==> config.mk <==
export PLATFORM = sky130hd
export DESIGN_NAME = led_pattern_engine
export DESIGN_NICKNAME = d
export VERILOG_FILES = /design/src/rtl/led_pkg.sv /design/src/rtl/led_tick_gen.sv /design/src/rtl/led_pattern_engine.sv
export SDC_FILE = /design/constraint.sdc
export NUM_CORES = 1
export LEC_CHECK = 0
export CAP_MARGIN = 30
export CORE_MARGIN = 2
export CORE_UTILIZATION = 45
export CTS_CLUSTER_DIAMETER = 40
export CTS_CLUSTER_SIZE = 25
export DETAILED_ROUTE_END_ITERATION = 8
export GPL_ROUTABILITY_DRIVEN = 0
export MAX_ROUTING_LAYER = met4
export PLACE_DENSITY = 0.68
export SYNTH_ARGS = -nofsm -noshare
export SYNTH_HDL_FRONTEND = slang
export SYNTH_HIERARCHICAL = 1
export SYNTH_SLANG_ARGS = --single-unit
==> constraint.sdc <==
create_clock -name clk -period 11.6 [get_ports clk]
set_input_delay 1.16 -clock clk [delete_from_list [all_inputs] [get_ports clk]]
set_output_delay 1.16 -clock clk [all_outputs]
set_load 0.02 [all_outputs]
==> src/rtl/led_pkg.sv <==
// Shared types and helpers for the LED pattern engine: pattern modes, FSM states
// and the per-mode initial pattern.
package led_pkg;

   typedef enum logic [1:0] {
      MODE_ALT   = 2'd0,
      MODE_CHASE = 2'd1,
      MODE_BLINK = 2'd2,
      MODE_OFF   = 2'd3
   } mode_e;

   typedef enum logic {
      ST_INIT,
      ST_RUN
   } state_e;

   // Widest LED bank init_pattern can describe; callers slice the low n bits.
   localparam int unsigned LED_MAX = 256;

   function automatic logic [LED_MAX-1:0] init_pattern(input mode_e mode, input int unsigned n);
      logic [LED_MAX-1:0] p;
      p = '0;
      for (int unsigned i = 0; i < LED_MAX; i++) begin
         if (i < n) begin
            if (mode == MODE_ALT)        p[i] = i[0];
            else if (mode == MODE_CHASE) p[i] = (i == 0);
         end
      end
      return p;
   endfunction

endpackage

==> src/rtl/led_tick_gen.sv <==
// Programmable prescaler: holds the step interval and counts enabled cycles,
// flagging the terminal cycle on tick_o (combinational, registered by the caller).
module led_tick_gen
   import led_pkg::*;
#(
   parameter int unsigned CNT_W            = 32,
   parameter int unsigned DEFAULT_INTERVAL = 50_000_000
) (
   input  logic             clk,
   input  logic             rst,
   input  logic             en_i,
   input  logic             clr_i,
   input  logic             cfg_load_i,
   input  logic [CNT_W-1:0] cfg_interval_i,
   output logic             tick_o
);

   logic [CNT_W-1:0] cnt_q, cnt_d;
   logic [CNT_W-1:0] interval_q, interval_d;
   logic [CNT_W-1:0] last;

   // An interval of 0 behaves as 1, so the terminal count never underflows.
   always_comb last = (interval_q == '0) ? '0 : interval_q - 1'b1;

   // >= rather than == so a shrunk interval terminates at once instead of wrapping.
   assign tick_o = en_i && (cnt_q >= last);

   always_comb begin
      cnt_d      = cnt_q;
      interval_d = interval_q;
      if (clr_i)       cnt_d = '0;
      else if (en_i)   cnt_d = tick_o ? '0 : cnt_q + 1'b1;
      if (cfg_load_i)  interval_d = cfg_interval_i;
   end

   always_ff @(posedge clk) begin
      if (rst) begin
         cnt_q      <= '0;
         interval_q <= CNT_W'(DEFAULT_INTERVAL);
      end else begin
         cnt_q      <= cnt_d;
         interval_q <= interval_d;
      end
   end

endmodule

==> src/rtl/led_pattern_engine.sv <==
// LED pattern engine: prescaled step tick drives alternate/chase/blink/off patterns.
// Optional brightness gating is built when LED_PWM_EN is defined.
module led_pattern_engine
   import led_pkg::*;
#(
   parameter int unsigned NUM_LEDS         = 18,
   parameter int unsigned CNT_W            = 32,
   parameter int unsigned DEFAULT_INTERVAL = 50_000_000,
   parameter int unsigned PWM_W            = 8
) (
   input  logic                clk,
   input  logic                rst,
   input  logic                en,
   input  logic [1:0]          mode,
   input  logic                dir,
   input  logic                cfg_load,
   input  logic [CNT_W-1:0]    cfg_interval,
   input  logic [PWM_W-1:0]    duty,
   output logic [NUM_LEDS-1:0] led,
   output logic                tick
);

   state_e              state_q, state_d;
   mode_e               mode_q, mode_d;
   mode_e               mode_in;
   logic [NUM_LEDS-1:0] pat_q, pat_d, adv;
   logic [LED_MAX-1:0]  init_full;
   logic                tick_q, tick_d;
   logic                run_en, step;

   assign mode_in = mode_e'(mode);
   // A pending mode change blocks counting so it wins over a coincident terminal count.
   assign run_en  = (state_q == ST_RUN) && en && (mode_in == mode_q);

   led_tick_gen #(
      .CNT_W            (CNT_W),
      .DEFAULT_INTERVAL (DEFAULT_INTERVAL)
   ) u_tick_gen (
      .clk            (clk),
      .rst            (rst),
      .en_i           (run_en),
      .clr_i          (state_q == ST_INIT),
      .cfg_load_i     (cfg_load),
      .cfg_interval_i (cfg_interval),
      .tick_o         (step)
   );

   always_comb begin
      adv = '0;
      unique case (mode_q)
         MODE_ALT, MODE_BLINK: adv = ~pat_q;
         MODE_CHASE: begin
            for (int unsigned i = 0; i < NUM_LEDS; i++)
               adv[i] = dir ? pat_q[(i + 1) % NUM_LEDS] : pat_q[(i + NUM_LEDS - 1) % NUM_LEDS];
         end
         default: adv = '0;
      endcase
   end

   always_comb begin
      state_d   = state_q;
      mode_d    = mode_q;
      pat_d     = pat_q;
      tick_d    = 1'b0;
      init_full = '0;
      unique case (state_q)
         ST_INIT: begin
            init_full = init_pattern(mode_in, NUM_LEDS);
            pat_d     = init_full[NUM_LEDS-1:0];
            mode_d    = mode_in;
            state_d   = ST_RUN;
         end
         ST_RUN: begin
            if (mode_in != mode_q) begin
               state_d = ST_INIT;
            end else if (step) begin
               tick_d = 1'b1;
               pat_d  = adv;
            end
         end
         default: state_d = ST_INIT;
      endcase
   end

   always_ff @(posedge clk) begin
      if (rst) begin
         state_q <= ST_INIT;
         mode_q  <= MODE_ALT;
         pat_q   <= '0;
         tick_q  <= 1'b0;
      end else begin
         state_q <= state_d;
         mode_q  <= mode_d;
         pat_q   <= pat_d;
         tick_q  <= tick_d;
      end
   end

   assign tick = tick_q;

`ifdef LED_PWM_EN
   logic [PWM_W-1:0]    pwm_cnt_q;
   logic [NUM_LEDS-1:0] led_q;

   always_ff @(posedge clk) begin
      if (rst) begin
         pwm_cnt_q <= '0;
         led_q     <= '0;
      end else begin
         pwm_cnt_q <= pwm_cnt_q + 1'b1;
         led_q     <= pat_q & {NUM_LEDS{pwm_cnt_q < duty}};
      end
   end

   assign led = led_q;
`else
   logic unused_duty;
   assign unused_duty = ^duty;
   assign led         = pat_q;
`endif

endmodule

# Yosys cells after proc, flatten, opt, wreduce, memory -nomap -nowiden
# Index checks and enable logic that the tools add are counted.
# op_classes
addsub	2
n_lt_le_gt_ge	1
n_eq_ne	7
muxes	30
bitwise	2
reduce_logical	10
# op_table
cell	n
case mux 18 bit (2 select lines)	2
two-way mux 32 bit	2
two-way mux 18 bit	2
adder 32 x 1 -> 32 bit, second input constant	1
>= comparator 32 bit	1
zero test 32 bit	1
subtractor 32 x 1 -> 32 bit, second input constant	1
two-way mux 1 bit	23
inverter 18 bit	1
== test 2 x 1 -> 1 bit, second input constant	2
zero test 2 bit	2
OR reduction 2 bit	2
logical AND 1 bit	3
OR reduction 3 bit	1
== test 2 bit	1
== test 2 bit, second input constant	1
!= test 2 x 1 -> 1 bit, second input constant	1
!= test 2 bit	1
!= test 2 bit, second input constant	1
case mux 1 bit (2 select lines)	1
AND reduction 2 bit	1
inverter 1 bit	1
# word_totals
reg_bits	86
inputBits	47
out_inout_bits	19
wordCells	58

# Longest topological paths before layout
# Gate-level depths: netlist of run 1.
# logic_depth
word_depth	7
depth_mapped	18
depth_no_buf	17

# Modules after synthesis
# The synthesis of run 1 kept the hierarchy.
# by_module_without_submodules
mod	instances	cells_each	area_per_inst_um2	seq_area_each_um2
led_tick_gen	1	478	4110.2	1281.2
led_pattern_engine	1	143	1302.5	440.4

# Worst setup path before layout of run 1
# Ideal clock, no wire load.
# synth_timing
path_kind	flip-flop to flip-flop
startpoint	reg u_tick_gen.interval_q[4]
endpoint	reg pat_q[12], in the netlist led[12]
setup_time_ns	0.070
t_arrival_ns	4.614
t_required_ns	11.530
setup_slack_ns	6.916
path_stages_with_launch	18
n_path_buf	2
synth_period_minus_slack_ns	4.684
path_cell_list	dfxtp_1 or4_4 or4_4 buf_6 nor4_4 nand4b_1 xnor2_1 nand2_1 ha_1 nand4_1 or4_1 a31oi_1 o21a_1 clkbuf_1 inv_1 nor4b_1 nand2_1 a21oi_1
# synth_via
elab_chain_cells	6
word_cells_on_any_way	7
cone_classes	1 x add/sub; 1 x order compare; 1 x eq/ne; 1 x mux; 3 x reduce/logical
# synth_rtl
item	line_no	source
from (decl)	led_tick_gen.sv:19	logic [CNT_W-1:0] interval_q, interval_d;
from (signal assigned)	led_tick_gen.sv:39	interval_q <= CNT_W'(DEFAULT_INTERVAL);
from (signal assigned)	led_tick_gen.sv:42	interval_q <= interval_d;
subtractor 32 x 1 -> 32 bit / zero test 32 bit (equally long branches)	led_tick_gen.sv:23	always_comb last = (interval_q == '0) ? '0 : interval_q - 1'b1;
two-way mux 32 bit (*)	led_tick_gen.sv:23	
>= comparator 32 bit (*)	led_tick_gen.sv:26	assign tick_o = en_i && (cnt_q >= last);
logical AND 1 bit (*)	led_tick_gen.sv:26	
named net step	led_pattern_engine.sv:29	logic run_en, step;
!= test 2 x 1 -> 1 bit (no line) (*)	--	
AND reduction 2 bit (no line) (*)	--	
to (signal assigned)	led_pattern_engine.sv:94	pat_q <= pat_d;
to (decl)	led_pattern_engine.sv:26	logic [NUM_LEDS-1:0] pat_q, pat_d, adv;
# Mark *: on every way through the listed nets, which the timed path passes. The rest lies on a longest branch.
# A chain may end at the register's enable or synchronous reset.

# Worst setup path after layout of run 1
# Ends and elaborated chain as after synthesis.

==> run_results.csv, run 1 <==
group,metric,value,unit
critical_path,r2r_cells,15,
die,core,0.0119,sq mm
timing,rsz0062_at_grt,"false",
synth,synth_compound_area_share,11.9,%
critical_path,crit_path_cell_trace,"or4_4, or4_4, nor4_4, nand4_1, xnor2_1, nand2_1, ha_1, nand4_1, or4_1, a31oi_1, o21a_1, inv_1, nor4b_1, nand2_1, a21oi_1",
die,ios,66,
drt,wirelength,11800,um
cells_and_area,final_common_cell,"dfxtp_1",
synth,synth.net_count,703,
global_routing,grt_usage,19.3,%
cells_and_area,final_cell_mix,"dfxtp_1 (86), nand2_1 (70), clkdlybuf4s50_1 (55)",
die,start_util,45.6,%
drt,first_iter_violations,221,
power_and_ir_drop,cellPowerDensity,115,mW/mm^2
clock_network,clockRootBuffer,"clkbuf_16",
critical_path,reg2reg_to,"led[12]",
timing,report.final.slew_viol_count,0,
cells_and_area,num-fill-cells,1075,
synth,synth_mux_area_share,8.69,%
synth,syn_area,0.00541,sq mm
synth,synth.area.top_cells,"dfxtp_1 (32%), mux2i_1 (8.7%), ha_1 (8.1%), xor2_1 (5.0%), nand2_1 (4.9%)",
timing,slew_headroom,30.8,%
die,die_h,114,um
job,drv_cap,0,
power_and_ir_drop,switching_share,27.8,%
clock_network,cts.clk_slew.worst_paths,0.07,ns
timing,layout_setup_ws,6.15,ns
critical_path,crit_path_end,"led[12]",
critical_path,slowest_delay,0.58,ns
timing,hold_violations,0,
power_and_ir_drop,pwr-share-seq,44.2,%
global_routing,grt_max_degree,49,
timing,period_minus_slack,5.45,ns
timing,timing.final.crit_share,47.0,%
synth,synthSimpleGateAreaFrac,26.3,%
synth,synth_xor_area_share,9.18,%
drt,first_pass_iters,4,
power_and_ir_drop,power_frac_clock,40.5,%
drt,drc,0,
critical_path,startpoint_type,"register",
critical_path,r2r_setup_slack,6.15,ns
power_and_ir_drop,switchingPower,0.000205,W
synth,synth_cell_types,60,
drt,wl_per_cell,14.5,um
timing,max_freq,0.184,GHz
cells_and_area,syn_to_final_growth,18.1,%
power_and_ir_drop,leakagePower,2.51,nW
clock_network,h-tree-depth,3,
drt,vias,4530,
cells_and_area,ff_latch_area,0.00172,sq mm
timing,tightest_slew,1.03,ns
timing,whs,0.519,ns
hold_path,hold_path_class,"reg -> reg",
critical_path,cp_slowest_cell,"or4_1",
die,die_w,114,um
critical_path,critPathCaptureType,"register",
power_and_ir_drop,pwr-share-comb,15.3,%
power_and_ir_drop,p_int,0.000532,W
synth,synth_cells,621,
synth,synth_area_leader_cell,"dfxtp_1",
die,rows,40,
hold_path,min_from,"led[11]",
critical_path,cp.arrival,5.73,ns
global_routing,grt_pass1_wl,19800,um
global_routing,antenna_found_initial,0,
power_and_ir_drop,vdd.ir_drop.worst,0.0846,mV
cells_and_area,final_cell_area,0.00639,sq mm
drt,drtAntennaViolNets,0,
synth,yosysTopAreaCellShare,31.8,%
clock_network,cts_tree,"yes",
place,hpwlAfterDp,8550,um
timing,finalSetupTns,0,ns
clock_network,cts_setup_buffers,0,
timing,skew,0.00855,ns
critical_path,cp_max_fo,11,
cells_and_area,final_core_util,53.9,%
critical_path,path_class,"reg -> reg",
clock_network,postCtsResizedCells,0,
critical_path,critPathLaunch,"u_tick_gen/interval_q[4]",
critical_path,reg2reg_from,"u_tick_gen/interval_q[4]",
cells_and_area,multi_input_area,0.00347,sq mm
critical_path,required,11.88,ns
synth,synth_top_family_by_area,"simple AND/OR/NAND/NOR gates",
global_routing,grt_overflow,0,
clock_network,clk_path_buf_depth,2,
synth,synth-seq-cells,86,
clock_network,cts-buffers-inserted,9,
synth,syn-mean-instance-area,8.72,sq um
clock_network,clk_latency,0.36,ns
synth,async_flop_share,0,%
cells_and_area,drive_gt1_share,7.76,%
synth,yosysSeqAreaShare,31.8,%
synth,synth-edff-count,0,
synth,synth_fa_ha_area_share,8.09,%
outcome,outcome,"finished, final reports clean",
clock_network,cts_hold_buf,0,
drt,vias_per_cell,5.54,
timing,setup_viol,0,
place,placed_area,0.00606,sq mm
die,dieArea,0.0129,sq mm
cells_and_area,num-nets-final,747,
place,portBuffers,57,
synth,ys_warn_count,6,
place,place_ws,6.18,ns
clock_network,clkSinkCount,86,
global_routing,grt_pass1_vias,4324,
synth,synthFlopType,"dfxtp_1",
cells_and_area,antenna_cells,0,
state kept, by name (all words and copies together), names as in the netlist:
register	cells
u_tick_gen/cnt_q	32
tick	1
mode_q	2
state_q	1
u_tick_gen/interval_q	32
led	18
final cells by class:
class | instances | share of cell area [%]
Clock buffer | 9 | 3.52
Clock inverter | 7 | 1.25
Inverter | 21 | 1.23
Multi-Input combinational cell | 485 | 54.2
Sequential cell | 86 | 26.9
Tap cell | 147 | 2.88
Timing Repair Buffer | 62 | 9.94
worst max-delay path, delay by kind of cell, from the launching register on:
kind	cells	cell delay (ns)
and+or+nand+nor	9	3.24
AOI/OAI and AO/OA	3	1.08
DFF	1	0.36
adders and majority gates	1	0.33
xor gates and xnor gates	1	0.20
buffers and inverters	1	0.15
stage by stage:
stage	power, W	instances
CTS	0.000746	816
floorplan	0.000407	621
global placement	0.000440	798
detailed placement	0.000445	800
finish	0.000737	817
global route	0.000772	817
how the worst min path moves through the flow:
stage                                     to  slack, ns  cells after the start
floorplan           u_tick_gen/interval_q[1]       0.48                      2
global placement                      led[9]       0.50                      2
detailed placement                   led[11]       0.51                      2
CTS                                  led[11]       0.52                      2
global route                          led[5]       0.54                      2
finish                               led[11]       0.52                      2
routing by layer:
metal	global-route usage (%)	vias to the layer above	share of wire, %
li1	-	2326	-
met4	8.46	0	2.1
met3	3.72	17	3.8
met2	31.0	83	47
met5	-	-	0
met1	23.7	2104	47
logic make-up after synthesis:
family | count (synthesis)
muxes | 47
buffers and inverters | 50
and+or+nand+nor | 264
xor gates and xnor gates | 55
adders and majority gates | 35
DFF | 86
AOI/OAI and AO/OA | 84
Yosys cell counts, types with 2 or more instances:
library cell  instances
dfxtp_1              86
nand2_1              70
nor2_1               49
mux2i_1              47
nor3_1               38
ha_1                 35
xor2_1               31
a21oi_1              22
xnor2_1              22
inv_1                21
clkbuf_1             19
nand3_1              18
a211o_1              14
nand4_1              14
o22ai_1              14
nor2b_1              13
nand2b_1             10
a221oi_2              9
nand3b_1              7
o21ai_0               7
and4_1                5
nor4_1                5
or3_1                 5
and3_1                4
buf_2                 4
nand4b_1              4
buf_6                 3
nor4_4                3
or4_1                 3
a211oi_1              2
a21o_1                2
a31oi_1               2
buf_4                 2
nand2_2               2
o21a_1                2
or4_4                 2
xnor2_2               2
power groups by stage:
stage | logic [W] | clock network [W] | registers, W
5_1_grt | 0.000125 | 0.000319 | 0.000328
4_1_cts | 0.000113 | 0.000308 | 0.000326
3_3_place_gp | 0.000108 | 0 | 0.000332
2_1_floorplan | 0.0000764 | 0 | 0.000330
6_report | 0.000113 | 0.000298 | 0.000326
3_5_place_dp | 0.000112 | 0 | 0.000332
(Power assumes the default switching activity.)
==> run 2, diff against run 1 <==
==> constraint.sdc (replaced) <==
create_clock -name clk -period 5.1 [get_ports clk]
set_input_delay 0.51 -clock clk [delete_from_list [all_inputs] [get_ports clk]]
set_output_delay 0.51 -clock clk [all_outputs]
set_load 0.02 [all_outputs]
==> run 2 against run 1 <==
  * Register-to-register slack worse by 5.8 ns
  * Total power grew 130%
  * Cell count up 0.49%
  * Clock power up 140%
  * Non-clock buffer count rose by 4
  * Clock-buffer cell count grew 2
  * Worst setup slack worse by 5.8 ns
  * Combinational power is 130% higher
  * Via count grew 0.64%
  * Largest power group unchanged
==> run_results.csv, run 2 (same netlist as run 1, synthesis figures left out) <==
group,metric,value,unit
outcome,outcome,"finished, final reports clean",
critical_path,path_class,"reg -> reg",
clock_network,clk_latency,0.34,ns
critical_path,reg2reg_from,"u_tick_gen/interval_q[13]",
global_routing,grt_pass1_vias,4320,
clock_network,cts_hold_buf,0,
timing,period_minus_slack,4.80,ns
clock_network,h-tree-depth,3,
cells_and_area,num-fill-cells,1067,
cells_and_area,final_cell_mix,"dfxtp_1 (86), nand2_1 (70), clkdlybuf4s50_1 (55)",
critical_path,cp_num_buf_inv,2,
clock_network,clockRootBuffer,"clkbuf_16",
global_routing,grt_pass1_wl,19800,um
critical_path,critPathLaunch,"u_tick_gen/interval_q[13]",
timing,hold_violations,0,
global_routing,grt_overflow,0,
power_and_ir_drop,finalPower,0.00171,W
critical_path,cp_slowest_cell,"or4_2",
critical_path,critPathCaptureType,"register",
cells_and_area,antenna_cells,0,
critical_path,r2r_cells,16,
clock_network,cts_tree,"yes",
cells_and_area,final_common_cell,"dfxtp_1",
critical_path,required,5.37,ns
drt,wl_per_cell,14.4,um
die,start_util,45.6,%
cells_and_area,drive_gt1_share,8.31,%
critical_path,cp_max_fo,6,
global_routing,grt_max_degree,49,
job,drv_cap,0,
global_routing,grt_usage,19.1,%
die,dieArea,0.0129,sq mm
critical_path,cp.arrival,5.07,ns
critical_path,cpLargestDelayFamily,"simple AND/OR/NAND/NOR gates",
timing,tightest_slew,1.01,ns
critical_path,slowest_delay,0.63,ns
hold_path,hold_path_class,"in -> reg",
timing,report.final.slew_viol_count,0,
global_routing,antenna_found_initial,0,
power_and_ir_drop,cellPowerDensity,266,mW/mm^2
cells_and_area,num-nets-final,751,
timing,timing.final.crit_share,94.1,%
critical_path,r2r_setup_slack,0.30,ns
drt,wirelength,11800,um
die,rows,40,
clock_network,clk_path_buf_depth,2,
drt,drtAntennaViolNets,0,
place,hpwlAfterDp,8650,um
die,core,0.0119,sq mm
clock_network,cts-buffers-inserted,9,
die,die_w,114,um
clock_network,clkSinkCount,86,
critical_path,cp.depth,16,
drt,first_pass_iters,5,
die,die_h,114,um
timing,skew,0.00887,ns
critical_path,startpoint_type,"register",
critical_path,timing.critical_path.mode_cell,"or4_1",
die,ios,66,
power_and_ir_drop,leakagePower,2.54,nW
place,portBuffers,57,
power_and_ir_drop,vdd.ir_drop.worst,0.241,mV
timing,slew_headroom,32.4,%
timing,setup_viol,0,
cells_and_area,syn_to_final_growth,18.7,%
critical_path,crit_path_end,"led[14]",
critical_path,crit_path_cell_trace,"or4_1, or4_2, nor4_4, buf_4, nand2_2, nor2_1, mux2i_1, ha_1, nand4_1, or4_1, a31oi_1, o21a_1, inv_1, nor4b_2, nand2_1, a21oi_1",
drt,vias,4559,
clock_network,cts.clk_slew.worst_paths,0.07,ns
timing,max_freq,0.208,GHz
cells_and_area,final_core_util,54.2,%
drt,drc,0,
drt,vias_per_cell,5.55,
critical_path,reg2reg_to,"led[14]",
drt,first_iter_violations,215,
==> run 2: repair_timing <==
action | 4_1_cts | 5_1_grt
gates resized for setup | 0 | 1
setup endpoints to repair | 0 | 3
buffers inserted | 0 | 2
==> run 2: power breakdown <==
part           internal, W  switching, W  leakage [nW]
Clock             0.000443      0.000267         0.160
Combinational     0.000126      0.000130          1.68
Sequential        0.000699     0.0000433         0.703
==> run 2: through the flow <==
step | cell area, sq um | hold slack, ns | instances | worst slack (ns) | TNS, ns
floorplan | 5410 | 0.483 | 621 | 0.416 | 0
global placement | 6060 | 0.496 | 802 | 0.319 | 0
detailed placement | 6060 | 0.509 | 802 | 0.147 | 0
CTS | 6380 | 0.519 | 818 | 0.114 | 0
global route | 6420 | 0.432 | 821 | -0.00209 | -0.00209
finish | 6420 | 0.431 | 821 | 0.303 | 0
==> run 2: worst min path at each step <==
stage	start	end	slack, ns	cells after the start
3_3_place_gp	led[0]	led[0]	0.50	2
3_5_place_dp	led[0]	led[0]	0.51	2
5_1_grt	rst	led[7]	0.43	2
6_report	rst	led[7]	0.43	2
2_1_floorplan	u_tick_gen/interval_q[1]	u_tick_gen/interval_q[1]	0.48	2
4_1_cts	led[0]	led[0]	0.52	2
==> run 2: cell type report <==
| type | instances | area (sq um) | share of cell area (%) |
|---|---|---|---|
| clock inverter | 5 | 82.6 | 1.29 |
| clock buffer | 11 | 243 | 3.78 |
| sequential | 86 | 1720 | 26.8 |
| tap | 147 | 184 | 2.86 |
| timing repair buffer | 66 | 641 | 9.97 |
| multi-input combinational | 485 | 3470 | 54.1 |
| inverter | 21 | 78.8 | 1.23 |
==> run 2: layer usage <==
metal	global-route usage [%]	wire (um)
met1	23.7	5610
met2	30.2	5490
met3	3.19	455
met4	9.35	279
met5	-	0
==> run 2: worst register-to-register path: stages (launching register included) <==
cell and delay, ns:
dfxtp_1 0.35, or4_1 0.57, or4_2 0.63, nor4_4 0.32, buf_4 0.19, nand2_2 0.08, nor2_1 0.15, mux2i_1 0.10
ha_1 0.31, nand4_1 0.17, or4_1 0.58, a31oi_1 0.29, o21a_1 0.28, inv_1 0.11, nor4b_2 0.38, nand2_1 0.09
a21oi_1 0.14
==> run 3, diff against run 2 <==
==> constraint.sdc (replaced) <==
create_clock -name clk -period 4.5 [get_ports clk]
set_input_delay 0.45 -clock clk [delete_from_list [all_inputs] [get_ports clk]]
set_output_delay 0.45 -clock clk [all_outputs]
set_load 0.02 [all_outputs]
==> run 3 against run 2 <==
  * Via count rose by 1.7%
  * Worst hold slack improved by 0.094 ns
  * Clock-buffer cell count fell by 2
  * Register-to-register slack worse by 0.12 ns
  * Core utilization up 2.3 points
  * Clock power up 8.9%
  * Global-route usage is 0.62 points higher
  * Die area did not move
  * Sequential cell count unchanged
  * First-iteration DRC count rose by 6.5%
  * Critical path type unchanged
==> run_results.csv, run 3 (same netlist as run 1, synthesis figures left out) <==
group,metric,value,unit
outcome,outcome,"finished, final reports clean",
die,rows,40,
power_and_ir_drop,pwr-share-seq,43.4,%
drt,drc,0,
timing,period_minus_slack,4.32,ns
critical_path,path_class,"reg -> reg",
drt,vias_per_cell,5.51,
timing,timing.final.crit_share,96.0,%
timing,whs,0.525,ns
drt,wl_per_cell,14.6,um
timing,skew,0.0159,ns
critical_path,required,4.69,ns
critical_path,cp.arrival,4.50,ns
global_routing,grt_pass1_vias,4466,
power_and_ir_drop,power_frac_clock,40.1,%
global_routing,grt_max_degree,49,
critical_path,critPathCaptureType,"register",
drt,first_pass_iters,4,
critical_path,startpoint_type,"register",
die,die_h,114,um
power_and_ir_drop,switchingPower,0.000543,W
cells_and_area,drive_gt1_share,12.8,%
clock_network,cts-buffers-inserted,9,
power_and_ir_drop,pwr-share-comb,16.5,%
drt,wirelength,12300,um
clock_network,clockRootBuffer,"clkbuf_16",
cells_and_area,antenna_cells,0,
global_routing,grt_overflow,0,
global_routing,grt_usage,19.7,%
die,core,0.0119,sq mm
power_and_ir_drop,vdd.ir_drop.worst,0.216,mV
timing,hold_violations,0,
power_and_ir_drop,switching_share,28.1,%
die,ios,66,
timing,layout_setup_ws,0.181,ns
drt,first_iter_violations,229,
clock_network,cts_hold_buf,0,
place,portBuffers,57,
job,drv_cap,0,
timing,slew_headroom,33.9,%
clock_network,clkSinkCount,86,
hold_path,hold_path_class,"reg -> reg",
global_routing,grt_pass1_wl,20600,um
clock_network,clk_latency,0.36,ns
critical_path,cp_max_fo,9,
cells_and_area,syn_to_final_growth,23.8,%
place,place_ws,-0.106,ns
power_and_ir_drop,p_int,0.00139,W
clock_network,cts.clk_slew.worst_paths,0.07,ns
timing,rsz0062_at_grt,"true",
timing,max_freq,0.232,GHz
die,dieArea,0.0129,sq mm
drt,drtAntennaViolNets,0,
clock_network,h-tree-depth,3,
drt,vias,4638,
timing,setup_viol,0,
clock_network,cts_tree,"yes",
power_and_ir_drop,leakagePower,2.68,nW
cells_and_area,num-nets-final,772,
place,hpwlAfterDp,8770,um
timing,tightest_slew,0.991,ns
timing,report.final.slew_viol_count,0,
cells_and_area,final_cell_mix,"dfxtp_1 (86), nand2_1 (70), clkdlybuf4s50_1 (55)",
global_routing,antenna_found_initial,0,
cells_and_area,final_common_cell,"dfxtp_1",
die,start_util,45.6,%
die,die_w,114,um
power_and_ir_drop,cellPowerDensity,288,mW/mm^2
clock_network,clk_path_buf_depth,2,
==> run 3: cell types whose count changed in the layout (fill, tap and decap cells not counted), sizes merged <==
cell / change
clkinv: -1
clkbuf: -2
clkinvlp: +1
buf: +21
bufinv: -1
inv: +3
==> run 3: stage by stage <==
stage          setup TNS (ns)  total power (W)  util, %  cells  instance area (sq um)
2_1_floorplan               0          0.00105        -    621                   5420
3_3_place_gp                0          0.00114     51.9    814                   6150
3_5_place_dp            -1.09          0.00115     51.9    814                   6150
4_1_cts                     0          0.00193     54.8    831                   6500
5_1_grt                -0.848          0.00201     56.5    842                   6700
6_report                    0          0.00193     56.5    842                   6700
==> run 3: worst paths after layout <==
kind,slack [ns],startpoint,end,cells past startpoint
setup / recovery,0.18,u_tick_gen/interval_q[4],led[7],18
hold reg to reg,0.53,led[11],led[11],2
setup reg to reg,0.18,u_tick_gen/interval_q[4],led[7],18
hold / removal,0.53,led[11],led[11],2
==> run 3: what timing repair did <==
item / CTS / global route
setup buffers: 1 / 10
setup endpoints to repair: 14 / 48
resized for setup: 4 / 15
pin swaps: 1 / 12
==> run 3: per-layer routing <==
metal  GRT usage [%]  part of all wire, %  vias to the layer above
met3            3.72                  3.9                       20
met1            25.0                   47                     2151
met4            5.93                  1.6                        0
met5               -                    0                        -
li1                -                    -                     2367
met2            32.1                   48                      100
==> run 3: worst max-delay path, stage by stage (launching register included) <==
cell and delay (ns):
dfxtp_1 0.31, or4_4 0.55, or4_4 0.49, nor4_4 0.22, buf_4 0.18, buf_4 0.13, nand3b_1 0.09, xnor2_1 0.16
nand2_1 0.09, ha_1 0.32, nand4_1 0.10, or4_4 0.55, a31oi_4 0.19, o21a_4 0.19, buf_4 0.12, a31oi_4 0.08
a21oi_4 0.16, buf_12 0.15, a221oi_2 0.06
==> run 3: power groups by stage <==
| stage | clock network [W] | registers [W] | logic (W) |
|---|---|---|---|
| floorplan | 0 | 0.000851 | 0.000197 |
| global placement | 0 | 0.000851 | 0.000289 |
| detailed placement | 0 | 0.000853 | 0.000298 |
| CTS | 0.000784 | 0.000836 | 0.000306 |
| global route | 0.000812 | 0.000842 | 0.000353 |
| finish | 0.000773 | 0.000837 | 0.000319 |
==> run 3: layout make-up <==
type	count	area [sq um]
Multi-Input combinational cell	485	3570
Clock buffer	9	225
Inverter	21	78.8
Fill cell	1063	5160
Timing Repair Buffer	87	847
Clock inverter	7	77.6
Tap cell	147	184
Sequential cell	86	1720
